### src/rtl/store_buffer_stage_if.sv
// Purpose: bundles the request, forwarding, drain and fence signals of the
// committed-store buffer into one interface.
//   slave  : the buffer itself (consumes requests and drain_ready, produces the rest)
//   master : the ALU stage / data_cache side (or a testbench)
// Signals: req_* (request from ALU), fwd_* (load forwarding), drain_* (head entry
// offered to data_cache), fence_req/fence_done, sb_count/sb_empty (occupancy).
interface store_buffer_stage_if #(
  parameter int SB_ENTRIES = 4,
  parameter int ADDR_WIDTH = 32,
  parameter int DATA_WIDTH = 32
);
  localparam int CW = $clog2(SB_ENTRIES) + 1;

  logic                  req_valid;
  logic                  req_is_store;
  logic                  req_size_byte;
  logic [ADDR_WIDTH-1:0] req_addr;
  logic [DATA_WIDTH-1:0] req_data;
  logic                  req_ready;
  logic                  fwd_hit;
  logic [DATA_WIDTH-1:0] fwd_data;
  logic                  drain_valid;
  logic [ADDR_WIDTH-1:0] drain_addr;
  logic [DATA_WIDTH-1:0] drain_data;
  logic                  drain_size_byte;
  logic                  drain_ready;
  logic                  fence_req;
  logic                  fence_done;
  logic [CW-1:0]         sb_count;
  logic                  sb_empty;

  modport slave (
    input  req_valid, req_is_store, req_size_byte, req_addr, req_data,
    output req_ready, fwd_hit, fwd_data,
    output drain_valid, drain_addr, drain_data, drain_size_byte,
    input  drain_ready, fence_req,
    output fence_done, sb_count, sb_empty
  );

  modport master (
    output req_valid, req_is_store, req_size_byte, req_addr, req_data,
    input  req_ready, fwd_hit, fwd_data,
    input  drain_valid, drain_addr, drain_data, drain_size_byte,
    output drain_ready, fence_req,
    input  fence_done, sb_count, sb_empty
  );
endinterface

### src/rtl/store_buffer_stage.sv
// Purpose: committed-store buffer between the ALU stage and data_cache. Stores
// retire into a FIFO that drains to the cache whenever it is ready; loads search
// the buffer youngest-first and are either forwarded (full coverage), passed on
// to the cache (no match) or stalled (partial overlap). A fence drains the
// buffer to empty and then pulses fence_done.
// Ports:
//   clock  - single clock domain
//   reset  - asynchronous, active-low
//   sb     - store_buffer_stage_if.slave (request, forward, drain, fence, occupancy)
module store_buffer_stage #(
  parameter int SB_ENTRIES = 4,
  parameter int ADDR_WIDTH = 32,
  parameter int DATA_WIDTH = 32
) (
  input  logic                 clock,
  input  logic                 reset,
  store_buffer_stage_if.slave  sb
);
  localparam int PW = $clog2(SB_ENTRIES);
  localparam int CW = PW + 1;

  typedef enum logic [1:0] {S_RUN, S_FENCE, S_DONE} state_t;

  state_t r_state, w_state_nxt;

  logic [ADDR_WIDTH-1:0] r_addr [SB_ENTRIES];
  logic [DATA_WIDTH-1:0] r_data [SB_ENTRIES];
  logic [SB_ENTRIES-1:0] r_byte;

  // Pointers carry an extra wrap bit so tail-head is the occupancy directly.
  logic [PW:0] r_head, r_tail;

  logic [CW-1:0]         w_count;
  logic                  w_empty, w_full;
  logic                  w_push, w_pop, w_ready;
  logic                  w_found, w_hit, w_conflict;
  logic [PW-1:0]         w_sel;
  logic [1:0]            w_lane;
  logic [DATA_WIDTH-1:0] w_sel_data, w_fwd;

  assign w_count = r_tail - r_head;
  assign w_empty = (w_count == '0);
  assign w_full  = (w_count == CW'(SB_ENTRIES));
  assign w_lane  = sb.req_addr[1:0];

  // Youngest word match: walk oldest to youngest over live entries and let the
  // last hit win.
  always_comb begin
    w_found = 1'b0;
    w_sel   = '0;
    for (int k = 0; k < SB_ENTRIES; k++) begin
      if ((CW'(k) < w_count) &&
          (r_addr[PW'(r_head[PW-1:0] + PW'(k))][ADDR_WIDTH-1:2] ==
           sb.req_addr[ADDR_WIDTH-1:2])) begin
        w_found = 1'b1;
        w_sel   = PW'(r_head[PW-1:0] + PW'(k));
      end
    end
  end

  assign w_sel_data = r_data[w_sel];

  // A word store covers any load to its word; a byte store only covers a byte
  // load to the same lane. Any other overlap is a conflict.
  always_comb begin
    w_hit = 1'b0;
    w_fwd = '0;
    if (w_found) begin
      if (!r_byte[w_sel]) begin
        w_hit = 1'b1;
        w_fwd = sb.req_size_byte
              ? {{(DATA_WIDTH-8){1'b0}}, w_sel_data[{w_lane, 3'b000} +: 8]}
              : w_sel_data;
      end else if (sb.req_size_byte && (r_addr[w_sel][1:0] == w_lane)) begin
        w_hit = 1'b1;
        w_fwd = {{(DATA_WIDTH-8){1'b0}}, w_sel_data[7:0]};
      end
    end
  end

  assign w_conflict = w_found & ~w_hit;
  assign w_ready    = (r_state == S_RUN) &
                      (sb.req_is_store ? ~w_full : ~w_conflict);
  assign w_push     = sb.req_valid & w_ready & sb.req_is_store;
  assign w_pop      = ~w_empty & sb.drain_ready;

  assign sb.req_ready       = w_ready;
  assign sb.fwd_hit         = sb.req_valid & ~sb.req_is_store & w_hit & (r_state == S_RUN);
  assign sb.fwd_data        = sb.fwd_hit ? w_fwd : '0;
  assign sb.drain_valid     = ~w_empty;
  assign sb.drain_addr      = r_addr[r_head[PW-1:0]];
  assign sb.drain_data      = r_data[r_head[PW-1:0]];
  assign sb.drain_size_byte = r_byte[r_head[PW-1:0]];
  assign sb.fence_done      = (r_state == S_DONE);
  assign sb.sb_count        = w_count;
  assign sb.sb_empty        = w_empty;

  always_ff @(posedge clock or negedge reset) begin
    if (!reset) begin
      r_head <= '0;
      r_tail <= '0;
    end else begin
      if (w_push) r_tail <= r_tail + CW'(1);
      if (w_pop)  r_head <= r_head + CW'(1);
    end
  end

  // Payload storage needs no reset: occupancy alone decides which entries live.
  always_ff @(posedge clock) begin
    if (w_push) begin
      r_addr[r_tail[PW-1:0]] <= sb.req_addr;
      r_data[r_tail[PW-1:0]] <= sb.req_data;
      r_byte[r_tail[PW-1:0]] <= sb.req_size_byte;
    end
  end

  always_ff @(posedge clock or negedge reset) begin
    if (!reset) r_state <= S_RUN;
    else        r_state <= w_state_nxt;
  end

  always_comb begin
    w_state_nxt = r_state;
    case (r_state)
      S_RUN:   if (sb.fence_req) w_state_nxt = S_FENCE;
      // Finish on the edge that pops the last entry, not one cycle later.
      S_FENCE: if (w_empty || ((w_count == CW'(1)) && w_pop)) w_state_nxt = S_DONE;
      S_DONE:  w_state_nxt = S_RUN;
      default: w_state_nxt = S_RUN;
    endcase
  end
endmodule

### src/flat_wrapper.sv
// flat-port wrapper written by rule: the top's interface ports become plain ports
module store_buffer_stage_flat 
#(
  parameter int SB_ENTRIES = 4,
  parameter int ADDR_WIDTH = 32,
  parameter int DATA_WIDTH = 32
)
  (clock, reset, sb_req_valid, sb_req_is_store, sb_req_size_byte, sb_req_addr, sb_req_data, sb_req_ready, sb_fwd_hit, sb_fwd_data, sb_drain_valid, sb_drain_addr, sb_drain_data, sb_drain_size_byte, sb_drain_ready, sb_fence_req, sb_fence_done, sb_sb_count, sb_sb_empty);
  store_buffer_stage_if #(.SB_ENTRIES(SB_ENTRIES), .ADDR_WIDTH(ADDR_WIDTH), .DATA_WIDTH(DATA_WIDTH)) sb_i ();
  input  logic clock;
  input  logic reset;
  input wire logic [$bits(sb_i.req_valid)-1:0] sb_req_valid;
  input wire logic [$bits(sb_i.req_is_store)-1:0] sb_req_is_store;
  input wire logic [$bits(sb_i.req_size_byte)-1:0] sb_req_size_byte;
  input wire logic [$bits(sb_i.req_addr)-1:0] sb_req_addr;
  input wire logic [$bits(sb_i.req_data)-1:0] sb_req_data;
  output wire logic [$bits(sb_i.req_ready)-1:0] sb_req_ready;
  output wire logic [$bits(sb_i.fwd_hit)-1:0] sb_fwd_hit;
  output wire logic [$bits(sb_i.fwd_data)-1:0] sb_fwd_data;
  output wire logic [$bits(sb_i.drain_valid)-1:0] sb_drain_valid;
  output wire logic [$bits(sb_i.drain_addr)-1:0] sb_drain_addr;
  output wire logic [$bits(sb_i.drain_data)-1:0] sb_drain_data;
  output wire logic [$bits(sb_i.drain_size_byte)-1:0] sb_drain_size_byte;
  input wire logic [$bits(sb_i.drain_ready)-1:0] sb_drain_ready;
  input wire logic [$bits(sb_i.fence_req)-1:0] sb_fence_req;
  output wire logic [$bits(sb_i.fence_done)-1:0] sb_fence_done;
  output wire logic [$bits(sb_i.sb_count)-1:0] sb_sb_count;
  output wire logic [$bits(sb_i.sb_empty)-1:0] sb_sb_empty;
  assign sb_i.req_valid = sb_req_valid;
  assign sb_i.req_is_store = sb_req_is_store;
  assign sb_i.req_size_byte = sb_req_size_byte;
  assign sb_i.req_addr = sb_req_addr;
  assign sb_i.req_data = sb_req_data;
  assign sb_req_ready = sb_i.req_ready;
  assign sb_fwd_hit = sb_i.fwd_hit;
  assign sb_fwd_data = sb_i.fwd_data;
  assign sb_drain_valid = sb_i.drain_valid;
  assign sb_drain_addr = sb_i.drain_addr;
  assign sb_drain_data = sb_i.drain_data;
  assign sb_drain_size_byte = sb_i.drain_size_byte;
  assign sb_i.drain_ready = sb_drain_ready;
  assign sb_i.fence_req = sb_fence_req;
  assign sb_fence_done = sb_i.fence_done;
  assign sb_sb_count = sb_i.sb_count;
  assign sb_sb_empty = sb_i.sb_empty;
  store_buffer_stage #(.SB_ENTRIES(SB_ENTRIES), .ADDR_WIDTH(ADDR_WIDTH), .DATA_WIDTH(DATA_WIDTH)) u_core (.clock(clock), .reset(reset), .sb(sb_i));
endmodule
### config.mk
export PLATFORM = sky130hd
export DESIGN_NAME = store_buffer_stage_flat
export DESIGN_NICKNAME = d
export VERILOG_FILES = /design/src/rtl/store_buffer_stage_if.sv /design/src/rtl/store_buffer_stage.sv /design/src/flat_wrapper.sv
export SDC_FILE = /design/constraint.sdc
export NUM_CORES = 1
export LEC_CHECK = 0
export ABC_AREA = 0
export BUFFER_PORTS_ARGS = -buffer_cell sky130_fd_sc_hd__buf_4
export CORE_ASPECT_RATIO = 1.75
export CORE_MARGIN = 3
export CORE_UTILIZATION = 29
export CTS_CLUSTER_DIAMETER = 60
export DETAILED_ROUTE_END_ITERATION = 10
export SLEW_MARGIN = 20
export SYNTH_ARGS = -nofsm -noshare
export SYNTH_HDL_FRONTEND = slang
export SYNTH_SLANG_ARGS = --single-unit
### constraint.sdc
create_clock -name clock -period 6.4 [get_ports clock]
set_input_delay 1.28 -clock clock [delete_from_list [all_inputs] [get_ports clock]]
set_output_delay 1.28 -clock clock [all_outputs]
set_load 0.05 [all_outputs]
# == Yosys cells after proc, flatten, opt, wreduce, memory -nomap -nowiden ==
# Memories as Yosys holds them, arrays and structs flattened.
# Cells that the tools add are included.
# word_totals
ff_bits,12
mem_bits_rw,256
in_bits,71
output_inout_bits,105
elab_cells,85
n_memories,2
# classes
n_addsub,6
order_cmp,8
eq_ne,11
shifts,1
n_mux,29
n_bitwise,13
n_reduce_logical,11
# mem_list
name,depth,width,rd,rd_ports_with_merged_regs,write_ports,line_no,source
u_core.r_addr,4,32,5,0,1,store_buffer_stage.sv:26,logic [ADDR_WIDTH-1:0] r_addr [SB_ENTRIES];
u_core.r_data,4,32,2,0,1,store_buffer_stage.sv:27,logic [DATA_WIDTH-1:0] r_data [SB_ENTRIES];
# op_table
cell,count
32-bit 2-to-1 mux,4
30-bit == test,4
32-bit by 6-bit indexed part select with 8-bit output,1
1-bit 2-to-1 mux,13
2-bit 2-to-1 mux,6
2-bit by 3-bit < comparator with 1-bit output (second input constant),3
1-bit AND,8
8-bit 2-to-1 mux,1
1-bit logical AND,7
3-bit by 1-bit adder with 3-bit output (second input constant),2
1-bit by 3-bit < comparator with 1-bit output (first input constant),2
2-bit by 3-bit < comparator with 1-bit output (first input constant),2
1-bit NOT,5
2-bit adder (second input constant),2
1-bit binary-select mux with 2-bit select,2
4-bit bitwise mux,1
2-bit one-hot mux with 2 select lines,1
3-bit by 1-bit == test with 1-bit output (second input constant),1
3-bit == test (second input constant),1
3-bit zero test,1
3-bit subtractor,1
2-bit by 1-bit adder with 2-bit output (second input constant),1
1-bit demux with 2-bit select,1
2-bit by 1-bit == test with 1-bit output (second input constant),1
other kinds (8),8

# == Depth between registers and ports, before layout ==
# An unclocked memory read counts as a cell.
# logic_depth
ltp_word,22
ltp_mapped,21

# == Worst setup path after synthesis ==
# OpenSTA, ideal clock, no wires.
# synth_path
kind,register to output
startpoint,register u_core.r_tail[0]
endpoint,output port sb_fwd_data[0]
arrival_time_ns,5.544
slack_ns,-0.424
stages_incl_launch_ff,19
cell_sequence,dfrtp_1 inv_1 ha_1 fa_1 xnor3_1 nand3_1 inv_1 a211oi_1 nand4_1 a21o_1 buf_4 a21o_1 buf_4 a21oi_4 buf_2 nand2_1 and3_1 a311o_1 a211oi_1
# synth_between
elab_chain_len,16
word_cells_on_any_way,34
classes_between,add/sub (1); order compare (4); eq/ne (1); shift (1); mux (18); bitwise (2); reduce/logical (5); memory (2)
# synth_lines
item,line_no,source
"start, declared",store_buffer_stage.sv:31,"logic [PW:0] r_head, r_tail;"
"start signal, assigned",store_buffer_stage.sv:103,if (w_push) r_tail <= r_tail + CW'(1);
3-bit subtractor *,store_buffer_stage.sv:41,assign w_count = r_tail - r_head;
"parallel branches: the longest is 14 deep, another holds memory read 4 x 32 bit",-,
32-bit 2-to-1 mux *,store_buffer_stage.sv:89,assign sb.fwd_data = sb.fwd_hit ? w_fwd : '0;
"end, declared",flat_wrapper.sv:19,output wire logic [$bits(sb_i.fwd_data)-1:0] sb_fwd_data;
# Mark *: on every way between the ends. The select of a mux whose other input is x is not followed.

# == Worst setup path after layout ==
# layout_path
startpoint,register u_core.r_head[0]
endpoint,output port sb_fwd_hit
# layout_between
elab_chain_len,15
word_cells_on_any_way,34
classes_between,add/sub (4); order compare (4); eq/ne (5); mux (13); bitwise (2); reduce/logical (5); memory (1)
# layout_lines
item,line_no,source
"start, declared",store_buffer_stage.sv:31,
"start signal, assigned",store_buffer_stage.sv:104,if (w_pop) r_head <= r_head + CW'(1);
2-bit by 1-bit adder with 2-bit output (tied with other cells),"store_buffer_stage.sv:53, store_buffer_stage.sv:56",
memory read 4 x 32 bit (tied with other cells),-,
30-bit == test / 1-bit logical AND (equally long branches),"store_buffer_stage.sv:53, store_buffer_stage.sv:52",
1-bit logical AND / 2-bit 2-to-1 mux (equally long branches),store_buffer_stage.sv:52,if ((CW'(k) < w_count) &&
2-bit 2-to-1 mux (3 in a row),store_buffer_stage.sv:52,
memory read 4 x 32 bit,-,
2-bit == test,store_buffer_stage.sv:74,end else if (sb.req_size_byte && (r_addr[w_sel][1:0] == w_lane)) begin
1-bit logical AND,store_buffer_stage.sv:74,
1-bit 2-to-1 mux,store_buffer_stage.sv:74,
1-bit 2-to-1 mux,store_buffer_stage.sv:69,if (!r_byte[w_sel]) begin
1-bit 2-to-1 mux *,store_buffer_stage.sv:68,if (w_found) begin
1-bit AND * (2 in a row),store_buffer_stage.sv:88,assign sb.fwd_hit = sb.req_valid & ~sb.req_is_store & w_hit & (r_state == S_RUN);
"end, declared",flat_wrapper.sv:18,output wire logic [$bits(sb_i.fwd_hit)-1:0] sb_fwd_hit;
# Mark *: on every way between the ends. The rest lies on a longest branch, timed or not. The select of a mux whose other input is x is not followed.

==> key figures <==
Layout
  • Commonest cells after routing, fill and taps aside: buf_4, edfxtp_1, mux4_2
  • Final core area utilization: 0.408
  • Layout cells sized above 1: 0.488
  • Commonest non-fill, non-tap cell in the layout: buf_4
  • Post-route insts no fill: 2312
  • Final net count: 1608
  • Area growth, synth to finish: 39.2%

Timing
  • RSZ-0062 raised after global routing: true
  • Final Cycle Share: 1.07
  • Final hold violation count: 0
  • Minimum clock period: 6860 ps
  • Min Hold Slack: 478 ps
  • Max-slew headroom: 0.302
  • Setup WS post-layout: -462 ps
  • Fmax: 146 MHz
  • Worst Skew: 7.71 ps
  • Slew Viols, Final: 0
  • Final setup fails: 34
  • Least-Margin Pin Slew: 1050 ps
  • Setup_tns: -11820 ps

Synthesis
  • Simple-Gate Fraction of Synth Area: 0.0663
  • YS warnings: 0
  • Mapped Cells: 1160
  • Yosys reg bits: 268
  • Post-synth design cell area: 0.0165 mm^2
  • Sequential area share after synthesis: 0.486
  • Synthesized area per cell: 14.2 um^2
  • Area fraction of the dominant cell type after synthesis: 0.474
  • Main area contributors after synthesis: edfxtp_1, mux4_2, mux2i_1
  • Largest family of logic cells by synthesized area: multiplexers
  • Mux share of post-synthesis cell area: 0.243
  • Post-Synth Adder-Cell Area: 0.00577
  • Post-synth ARST share: 0.0299
  • Netlist cell types: 76
  • Most common flop cell mapped by yosys: edfxtp_1
  • Post-Synth XOR/XNOR Area: 0.0752
  • Syn nets: 1238
  • Post-synth EDFFs: 260
  • Top cell type by total area after synthesis: edfxtp_1
  • Post-synthesis compound-gate area fraction: 0.0850

Critical path
  • Startpoint Class: register
  • Kind of critical path: reg -> out
  • Worst Path Max Fanout: 8
  • Arrival time worst endpoint: 5580 ps
  • CP required: 5120 ps
  • R2R setup slack: 2410 ps
  • Element type at the critical path end: output pin
  • Worst r2r src: u_core.r_head[0]
  • Cells on worst reg2reg path: 10
  • Worst R2R End: u_core.r_data[3][26]

Place
  • Placed Cells: 2176
  • Port bufs: 175
  • GPL Wtd Cong: 0.908
  • DP HPWL: 40100 um

Min path
  • WHS Endpoint: u_core.r_state[0]
  • Worst hold stages: 1
  • Min-delay src: u_core.r_state[1]
  • Hold/Removal Path Class: reg -> reg

Floorplanning
  • Initial core utilization: 0.293
  • Floorplan core area: 0.0563 mm^2
  • Die ar.: 0.0598 mm^2
  • IO Pins: 176
  • Die Y: 321 um
  • Total number of placement rows: 115
  • Die Wd: 186 um

CTS
  • Hold_buf cts: 0
  • Clock transition at path regs: 60 ps
  • CTS sink cnt: 268
  • Max Root-Sink Buffers: 3
  • Clock Latency Late Sink: 560 ps
  • TritonCTS clock tree: built
  • H-tree levels: 1
  • Num CTS Buffers: 28
  • Root buffer cell: clkbuf_16

Power and ir drop
  • Pwr/cell area: 478 mW/mm^2
  • Leakage dissipation: 8.17 nW
  • VDD IR max: 300 uV

Routing
  • Vias per cell: 5.31
  • Routed length per instance: 24.9 um
  • Drt initial violations: 792
  • Antenna viol nets, final: 0
  • Total routed wirelength: 57600 um
  • TritonRoute pass-1 iters: 5
  • Via count: 12300
  • # DRC: 0

Status
  • Status: complete, but fails checks
  • Failing checks: setup timing

GRT
  • GR Overflow Total: 0
  • Global-route wire length before repair: 84700 um
  • Largest net degree at the start of global routing: 67
  • GRT Util Overall: 0.190
  • Vias in the first global route: 13100
  • Antenna violations before repair: 1

Job
  • MaxCap Viol Count: 0
logic make-up (layout without fill, tap and decap cells):
logic type | after synthesis | count (layout)
AO/OA/AOI/OAI | 168 | 168
AND/OR/NAND/NOR | 215 | 216
other | 0 | 1
XOR/XNOR | 140 | 140
adder cells (fa/ha/maj) | 7 | 7
buffers and inverters | 129 | 519
flip-flops | 268 | 268
multiplexers | 233 | 233
per-layer routing:
metal | vias up | wire, um | GRT usage
met3 | 112 | 3010 | 0.0278
met2 | 460 | 31800 | 0.359
met4 | 2 | 3040 | 0.0858
met5 | - | 17 | 0
li1 | 5384 | - | -
met1 | 6318 | 19800 | 0.204
final cells by class:
class / count / area [um^2]
inverters: 32 / 123
clock inverters: 19 / 178
well taps: 760 / 951
repair buffers: 436 / 4150
diodes: 1 / 2.50
fillers: 5166 / 33300
flip-flops and latches: 268 / 8020
multi-input cells: 764 / 8790
clock buffers: 32 / 737
synthesized netlist by cell type, drive strengths merged (4+ instances only):
| library cell | n |
|---|---|
| nand2 | 52 |
| xor2 | 41 |
| mux4 | 131 |
| clkbuf | 30 |
| a21o | 4 |
| nor2 | 66 |
| o31a | 4 |
| dfrtp | 8 |
| a221oi | 4 |
| a21oi | 13 |
| nor4 | 12 |
| nand3 | 17 |
| o31ai | 6 |
| o2bb2a | 6 |
| o221ai | 5 |
| o32ai | 8 |
| ha | 6 |
| a22oi | 6 |
| o221a | 8 |
| nor3 | 19 |
| a41oi | 4 |
| a2bb2oi | 6 |
| xnor2 | 98 |
| mux2 | 13 |
| inv | 32 |
| a211oi | 40 |
| mux2i | 89 |
| o21ai | 11 |
| and3 | 13 |
| buf | 67 |
| edfxtp | 260 |
| a2111oi | 6 |
| nand4 | 25 |
| a311o | 8 |
power breakdown:
group	switching [mW]	internal, mW
clock network	0.688	0.944
registers	0.0945	2.07
logic	3.86	3.30
critical path, cell delays in order, from the launching register on:
cell       delay (ps)
dfrtp_4           520
ha_4              320
buf_8             120
buf_6              90
mux4_2            530
xor2_2            180
nor4_2            280
nand4_1           160
buf_4             170
or4_4             450
a2111oi_4         340
a211oi_2          120
buf_4             170
buf_6             110
nand3_2            60
a21oi_2            70
buf_4             150
or3_4             390
a41oi_4           310
buf_12            200
buf_6             110
nor2_4             30
buf_8             150
state kept, by name, summed over array words and instances (netlist names):
name            cells
u_core.r_head       3
u_core.r_byte       4
u_core.r_state      2
u_core.r_data     128
u_core.r_tail       3
u_core.r_addr     128
per-stage QoR:
step                      setup WS [ps]  power [mW]  area [um^2]
after global routing               -639        11.4        22900
after detailed placement           -357        8.37        19800
after global placement             -416        8.34        19800
after CTS                          -352        10.9        22500
after floorplan                    -392        6.36        16500
final                              -462        11.0        22900
timing repair:
item | CTS | global route
hold endpoints to repair | 0 | 0
resized for setup | 204 | 54
gates cloned | 8 | 0
endpoints found under the setup margin | 34 | 34
setup buffers | 66 | 19
pin swaps | 50 | 38
how the worst max path moves through the flow:
stage	cells past startpoint	endpoint	from
2_1_floorplan	18	sb_fwd_data[27]	u_core.r_tail[0]
3_5_place_dp	20	sb_fwd_data[3]	u_core.r_head[0]
5_1_grt	21	sb_fwd_data[2]	u_core.r_head[0]
4_1_cts	24	sb_fwd_data[1]	u_core.r_head[0]
6_report	22	sb_fwd_hit	u_core.r_head[0]
3_3_place_gp	20	sb_fwd_data[3]	u_core.r_head[0]
Note: power is estimated with default switching activity, not from simulation.
